<file path="src/rtl/grover_measure.sv">
// Readout stage for grover_search: captures the final amplitude vector on done,
// squares each amplitude into a probability, streams them out and reports the argmax.
module grover_measure #(
  parameter int num_bit        = 3,
  parameter int fixedpoint_bit = 24,
  parameter int frac_bit       = 22,
  parameter int num_sample     = 2**num_bit
) (
  input  logic                                clk,
  input  logic                                rst,
  input  logic                                done_in,
  input  logic signed [fixedpoint_bit-1:0]    amp_in [num_sample],
  output logic                                idle,
  output logic [fixedpoint_bit-1:0]           prob_out,
  output logic [num_bit-1:0]                  prob_idx,
  output logic                                prob_valid,
  output logic [num_bit-1:0]                  meas_index,
  output logic [fixedpoint_bit-1:0]           meas_prob,
  output logic [fixedpoint_bit+num_bit-1:0]   prob_sum,
  output logic                                meas_valid
);

  localparam int sq_w  = 2*fixedpoint_bit;
  localparam int sh_w  = sq_w - frac_bit;
  localparam int sum_w = fixedpoint_bit + num_bit;
  localparam logic [fixedpoint_bit-1:0] sat_val = {1'b0, {(fixedpoint_bit-1){1'b1}}};

  typedef enum logic [1:0] {IDLE, SCAN, REPORT} state_t;

  state_t                            state_reg, state_next;
  logic                              done_d_reg;
  logic                              edge_det;
  logic                              load;
  logic signed [fixedpoint_bit-1:0]  amp_cap_reg  [num_sample];
  logic signed [fixedpoint_bit-1:0]  amp_cap_next [num_sample];
  logic [num_bit-1:0]                cnt_reg;
  logic [fixedpoint_bit-1:0]         max_reg;
  logic [num_bit-1:0]                maxidx_reg;
  logic [sum_w-1:0]                  sum_reg;
  logic signed [fixedpoint_bit-1:0]  cur_amp;
  logic signed [sq_w-1:0]            sq;
  logic [sh_w-1:0]                   sq_shift;
  logic [fixedpoint_bit-1:0]         p;

  assign edge_det = done_in & ~done_d_reg;
  assign load     = (state_reg == IDLE) && edge_det;

  generate
    for (genvar gi = 0; gi < num_sample; gi++) begin : g_cap
      assign amp_cap_next[gi] = load ? amp_in[gi] : amp_cap_reg[gi];
    end
  endgenerate

  // Square is never negative, so only the upper bound needs clamping.
  assign cur_amp  = amp_cap_reg[cnt_reg];
  assign sq       = sq_w'(cur_amp) * sq_w'(cur_amp);
  assign sq_shift = sq[sq_w-1:frac_bit];
  assign p        = (sq_shift > sh_w'(sat_val)) ? sat_val : sq_shift[fixedpoint_bit-1:0];

  always_comb begin
    state_next = state_reg;
    idle       = (state_reg == IDLE);
    case (state_reg)
      IDLE:    if (edge_det) state_next = SCAN;
      SCAN:    if (cnt_reg == num_bit'(num_sample-1)) state_next = REPORT;
      REPORT:  state_next = IDLE;
      default: state_next = IDLE;
    endcase
  end

  always_ff @(posedge clk or negedge rst) begin
    if (!rst) begin
      amp_cap_reg <= '{default: '0};
    end else begin
      amp_cap_reg <= amp_cap_next;
    end
  end

  always_ff @(posedge clk or negedge rst) begin
    if (!rst) begin
      state_reg  <= IDLE;
      done_d_reg <= 1'b0;
      cnt_reg    <= '0;
      max_reg    <= '0;
      maxidx_reg <= '0;
      sum_reg    <= '0;
      prob_out   <= '0;
      prob_idx   <= '0;
      prob_valid <= 1'b0;
      meas_index <= '0;
      meas_prob  <= '0;
      prob_sum   <= '0;
      meas_valid <= 1'b0;
    end else begin
      state_reg  <= state_next;
      done_d_reg <= done_in;
      prob_valid <= 1'b0;
      meas_valid <= 1'b0;
      case (state_reg)
        IDLE: begin
          if (edge_det) begin
            cnt_reg    <= '0;
            max_reg    <= '0;
            maxidx_reg <= '0;
            sum_reg    <= '0;
          end
        end
        SCAN: begin
          prob_out   <= p;
          prob_idx   <= cnt_reg;
          prob_valid <= 1'b1;
          sum_reg    <= sum_reg + sum_w'(p);
          // Strict compare keeps the lowest index on ties.
          if (p > max_reg) begin
            max_reg    <= p;
            maxidx_reg <= cnt_reg;
          end
          cnt_reg <= cnt_reg + num_bit'(1);
        end
        REPORT: begin
          meas_index <= maxidx_reg;
          meas_prob  <= max_reg;
          prob_sum   <= sum_reg;
          meas_valid <= 1'b1;
        end
        default: ;
      endcase
    end
  end

endmodule
</file>
<file path="config.mk">
export PLATFORM = sky130hd
export DESIGN_NAME = grover_measure
export DESIGN_NICKNAME = d
export VERILOG_FILES = /design/src/rtl/grover_measure.sv
export SDC_FILE = /design/constraint.sdc
export NUM_CORES = 2
export LEC_CHECK = 0
export BUFFER_PORTS_ARGS = -buffer_cell sky130_fd_sc_hd__buf_2
export CAP_MARGIN = 20
export CORE_MARGIN = 2
export CORE_UTILIZATION = 60
export CTS_CLUSTER_DIAMETER = 30
export DETAILED_ROUTE_END_ITERATION = 12
export GPL_ROUTABILITY_DRIVEN = 0
export PLACE_DENSITY = 0.8
export SKIP_CTS_REPAIR_TIMING = 1
export SLEW_MARGIN = 5
export SYNTH_ARGS = -nofsm -noshare
export SYNTH_HDL_FRONTEND = slang
export SYNTH_SLANG_ARGS = --single-unit
</file>
<file path="constraint.sdc">
create_clock -name clk -period 25.8 [get_ports clk]
set_clock_uncertainty 0.2 [all_clocks]
set_input_delay 3.87 -clock clk [delete_from_list [all_inputs] [get_ports clk]]
set_output_delay 3.87 -clock clk [all_outputs]
set_load 0.1 [all_outputs]
</file>
# == Word-level counts from Yosys, hierarchy flattened ==
# Cells that the tools add are included.
# op_classes
multipliers,1
order_cmp,3
n_eq_ne,6
n_addsub,2
bitwise,3
n_shift,0
div,0
n_reduce_logical,6
mux,18
# ops
op,count
2-to-1 mux 24 bit,5
binary-select mux 24 bit (select 3 bit),1
case mux 27 bit (2 select lines),1
multiplier 24 x 24 -> 48 bit,1
case mux 24 bit (2 select lines),1
adder 27 x 24 -> 27 bit,1
2-to-1 mux 27 bit,1
"> comparator 26 x 23 -> 1 bit, second input constant",1
> comparator 24 bit,1
case mux 3 bit (2 select lines),2
2-to-1 mux 3 bit,2
"greater-or-equal comparator 4 bit, second input constant",1
2-to-1 mux 2 bit,2
"!= test 2 bit, second input constant",2
inverter 3 -> 4 bit,1
case mux 2 bit (2 select lines),1
AND reduction 2 bit,2
"adder 3 x 1 -> 3 bit, second input constant",1
"equality test 3 bit, second input constant",1
AND reduction 3 bit,1
"equality test 2 x 1 -> 1 bit, second input constant",1
"equality test 2 bit, second input constant",1
zero test 2 bit,1
2-to-1 mux 1 bit,2
5 further kinds,5
# word_totals
mem_bits_rw,0
input_bits,195
word_cells,60
output_inout_bits,84
memories,0
latchBits,0
register_bits,335
romBits,0

# == Depth between registers and ports, before layout ==
# depth
depth_word,10
mapped_depth,50
mapped_depth_nobuf,43

# == Worst setup path before layout ==
# OpenSTA, ideal clock, no wires.
# synth_path
path_kind,register to register
from,register cnt_reg[0]
to,register sum_reg[15]
t_required_ns,25.471
setup_ns,0.129
path_stages_with_launch,45
synth_period_minus_slack_ns,11.825
n_path_buf,7
t_arrival_ns,11.496
path_slack_ns,13.975
path_cell_list,dfrtp_1 > buf_6 > buf_8 > buf_2 > mux4_2 > nand2_1 > and2_1 > clkbuf_1 > buf_1 > nor2_1 > fa_1 > fa_1 > inv_1 > fa_1 > inv_1 > fa_1 > inv_1 > fa_1 > [... 9 more ...] > nor2_1 > a2111o_1 > o311ai_1 > and4_1 > buf_6 > and2_1 > inv_1 > ha_1 > a21o_1 > a21o_1 > a2111oi_0 > o21ai_0 > a41o_1 > a21o_1 > a2111o_1 > a31oi_1 > xor2_1 > o21ai_1
# synth_between
elab_chain_len,9
# synth_rtl
element,line,text
from (decl),36,logic [num_bit-1:0] cnt_reg;
from (signal assigned),118,cnt_reg <= cnt_reg + num_bit'(1);
inverter 3 -> 4 bit (not written as such) *,55,assign cur_amp = amp_cap_reg[cnt_reg];
binary-select mux 24 bit (select 3 bit) *,55,
2-to-1 mux 24 bit (not written as such) * (2 in series),55,
multiplier 24 x 24 -> 48 bit *,56,assign sq = sq_w'(cur_amp) * sq_w'(cur_amp);
> comparator 26 x 23 -> 1 bit,58,assign p = (sq_shift > sh_w'(sat_val)) ? sat_val : sq_shift[fixedpoint_bit-1:0];
2-to-1 mux 24 bit *,58,
named net p[1],43,logic [fixedpoint_bit-1:0] p;
adder 27 x 24 -> 27 bit *,112,sum_reg <= sum_reg + sum_w'(p);
case mux 27 bit (2 select lines) *,99,case (state_reg)
to (signal assigned),112,
to (decl),39,logic [sum_w-1:0] sum_reg;
# Mark *: on every way through the listed nets, which the timed path passes. The rest lies on a longest branch. The select of a mux whose other input is x is not followed.
# A chain may end at the register's enable or synchronous reset.

# == Final worst setup path ==
# Same ends and word-level chain as after synthesis.

==> metrics.txt <==
status finished clean; Post-synth top cells nand2_1, inv_1, fa_1; grt total ovfl 0; count leader, synth nand2_1; f_max 69.8 MHz; CP delay by family, top adder cells; CP Max Fanout 40; RSZ-0062 raised after global routing no; slowest stage delay, CP 820 ps; Avg Inst Size Synth 9.47 µm²; Mapped Area 34400 µm²; hold path endpoint amp_cap_reg[184]$_DFFE_PN0P_; Setup CP Type reg2reg; most used cell, CP fa_1; wire per inst 19.7 µm; total CTS buffers 49; Area Growth Syn to Fin 10.9%; CP bufs+invs 8; Post-Syn Instances 3633; DP Worst Slack roughly 12000 ps; CTS tree done; ANT nets after route 0; largest net degree at the start of global routing around 110; final net count 4793; Max-slew headroom 0.239; core footprint around 57000 µm²; Starting Density 0.608; IO buf count about 280; clock latency on the worst-skew pair around 570 ps; clk slew on worst S/H paths 60 ps; vias 26200; setup TNS 0 ps; register bit total from synthesis 335; synth top area cells fa_1, dfrtp_1, nand2_1; CP Data Arrival Time around 15000 ps; max-cap viol count 0; clock buffer depth 3; slowest CP cell clkinv_1; first-pass GRT wire length 150000 µm; fin. max-slew vios 0; Final min period between 10000 and 15000 ps; Die Wd 244 µm; die span in y 244 µm; FFs w/ async S/R, synth 1.00; DR iter-0 viols 2298; Detail Placement HPWL 69600 µm; count of cell types in the netlist 70; final worst slack 11460 ps; Vias/cell 5.64; I/O pin count ~280; Worst Reg-to-Reg Cells 40; Root Driver clkbuf_16; register area share after synthesis 0.244; DRC Markers 0; DIE AREA 59300 µm²; Ys Warns 0; r2r setup slk about 11000 ps; fraction of layout cells with a size suffix above 1 0.133; Largest register FFs 192; Clock Sink Count 335; Std-Cell Rows 87; Worst Max-Slew Pin Slew between 1000 and 1500 ps; final WL 91600 µm; final setup fails 0; RR Endpoint sum_reg[15]$_DFFE_PN0P_; crit start category flip-flop; r2r startpoint cnt_reg[0]$_DFFE_PN0P_; first-pass iteration count of the detailed router 8; H-Tree Depth 2; Synth area leader fa_1; vias in the first global route 28500; crit end category flip-flop; EDFF count, synth 0; initial antenna violation count 12; Top FF cell, synth dfrtp_1; Cells on Worst Hold Path 2; Hold Violations, Final 0; beginning of the worst hold path amp_cap_reg[184]$_DFFE_PN0P_; share of the synthesized area in the top cell type 0.323; Critical Path RT 26000 ps; HP Class reg2reg; crit share post-route 0.556; Tot GR Track Use 0.324
[kinds of logic after synthesis]
kind of cell             after synthesis  share of synthesized area
AO/OA/AOI/OAI                        307                     0.0572
XOR/XNOR                              63                     0.0160
adder cells (fa/ha/maj)              747                      0.393
buffers and inverters                862                     0.0954
flip-flops                           335                      0.244
multiplexers                         108                     0.0517
other                                  1                   0.000109
AND/OR/NAND/NOR                     1210                      0.143
[worst max path at each step]
stage                           start                 endpoint  slack, ps  depth (start not counted)
6_report       cnt_reg[0]$_DFFE_PN0P_  sum_reg[15]$_DFFE_PN0P_      11460                         40
5_1_grt        cnt_reg[0]$_DFFE_PN0P_  sum_reg[15]$_DFFE_PN0P_      10610                         38
4_1_cts        cnt_reg[0]$_DFFE_PN0P_  sum_reg[15]$_DFFE_PN0P_      11670                         38
3_5_place_dp   cnt_reg[0]$_DFFE_PN0P_  sum_reg[15]$_DFFE_PN0P_      11760                         38
3_3_place_gp   cnt_reg[0]$_DFFE_PN0P_  sum_reg[15]$_DFFE_PN0P_      12010                         40
2_1_floorplan  cnt_reg[0]$_DFFE_PN0P_  sum_reg[15]$_DFFE_PN0P_      13970                         44
[per-stage QoR]
stage	util	hold WS, ps	cells	instance area [µm²]
6_report	0.675	270	4652	38200
5_1_grt	0.674	286	4648	38200
4_1_cts	0.673	272	4643	38100
3_5_place_dp	0.644	258	4554	36500
3_3_place_gp	0.644	251	4554	36500
2_1_floorplan	-	237	3634	34400
[layer usage]
| metal | track usage | vias up | wire length (µm) |
|---|---|---|---|
| met5 | 0 | - | 80 |
| met2 | 0.528 | 1382 | 43500 |
| met1 | 0.420 | 13000 | 34000 |
| li1 | - | 11500 | - |
| met3 | 0.0807 | 283 | 9860 |
| met4 | 0.131 | 12 | 4170 |
[cell usage in the layout, fill, tap and decap left out, types with 9 or more instances in the layout]
cell / n
o31ai_1: 10
o21a_1: 13
mux2_2: 54
a21oi_1: 64
o21ai_0: 96
inv_6: 9
buf_4: 33
clkinv_1: 10
mux4_2: 40
and3_1: 12
nand4_1: 14
clkbuf_16: 50
nor2_1: 157
nand3_1: 56
and2_1: 44
ha_1: 191
a21o_1: 43
buf_2: 277
xor2_1: 27
xnor2_1: 36
nand2_1: 884
fa_1: 556
inv_1: 705
dfrtp_1: 333
[cell type report]
| cell class | instances | area [µm²] |
|---|---|---|
| Timing Repair Buffer | 313 | 1700 |
| Inverter | 715 | 2680 |
| Clock buffer | 57 | 1320 |
| Sequential cell | 335 | 8390 |
| Multi-Input combinational cell | 2437 | 22800 |
| Fill cell | 4280 | 18400 |
| Clock inverter | 32 | 333 |
| Antenna cell | 7 | 17.5 |
| Tap cell | 756 | 946 |
[tightest hold or removal path, cell delays in order (launching register included)]
cell,delay (ps)
dfrtp_1,340
nand2_1,50
nand2_1,50
Power is not shown: default switching activity piles up to over one toggle a cycle in this logic, so the estimate is an artifact.
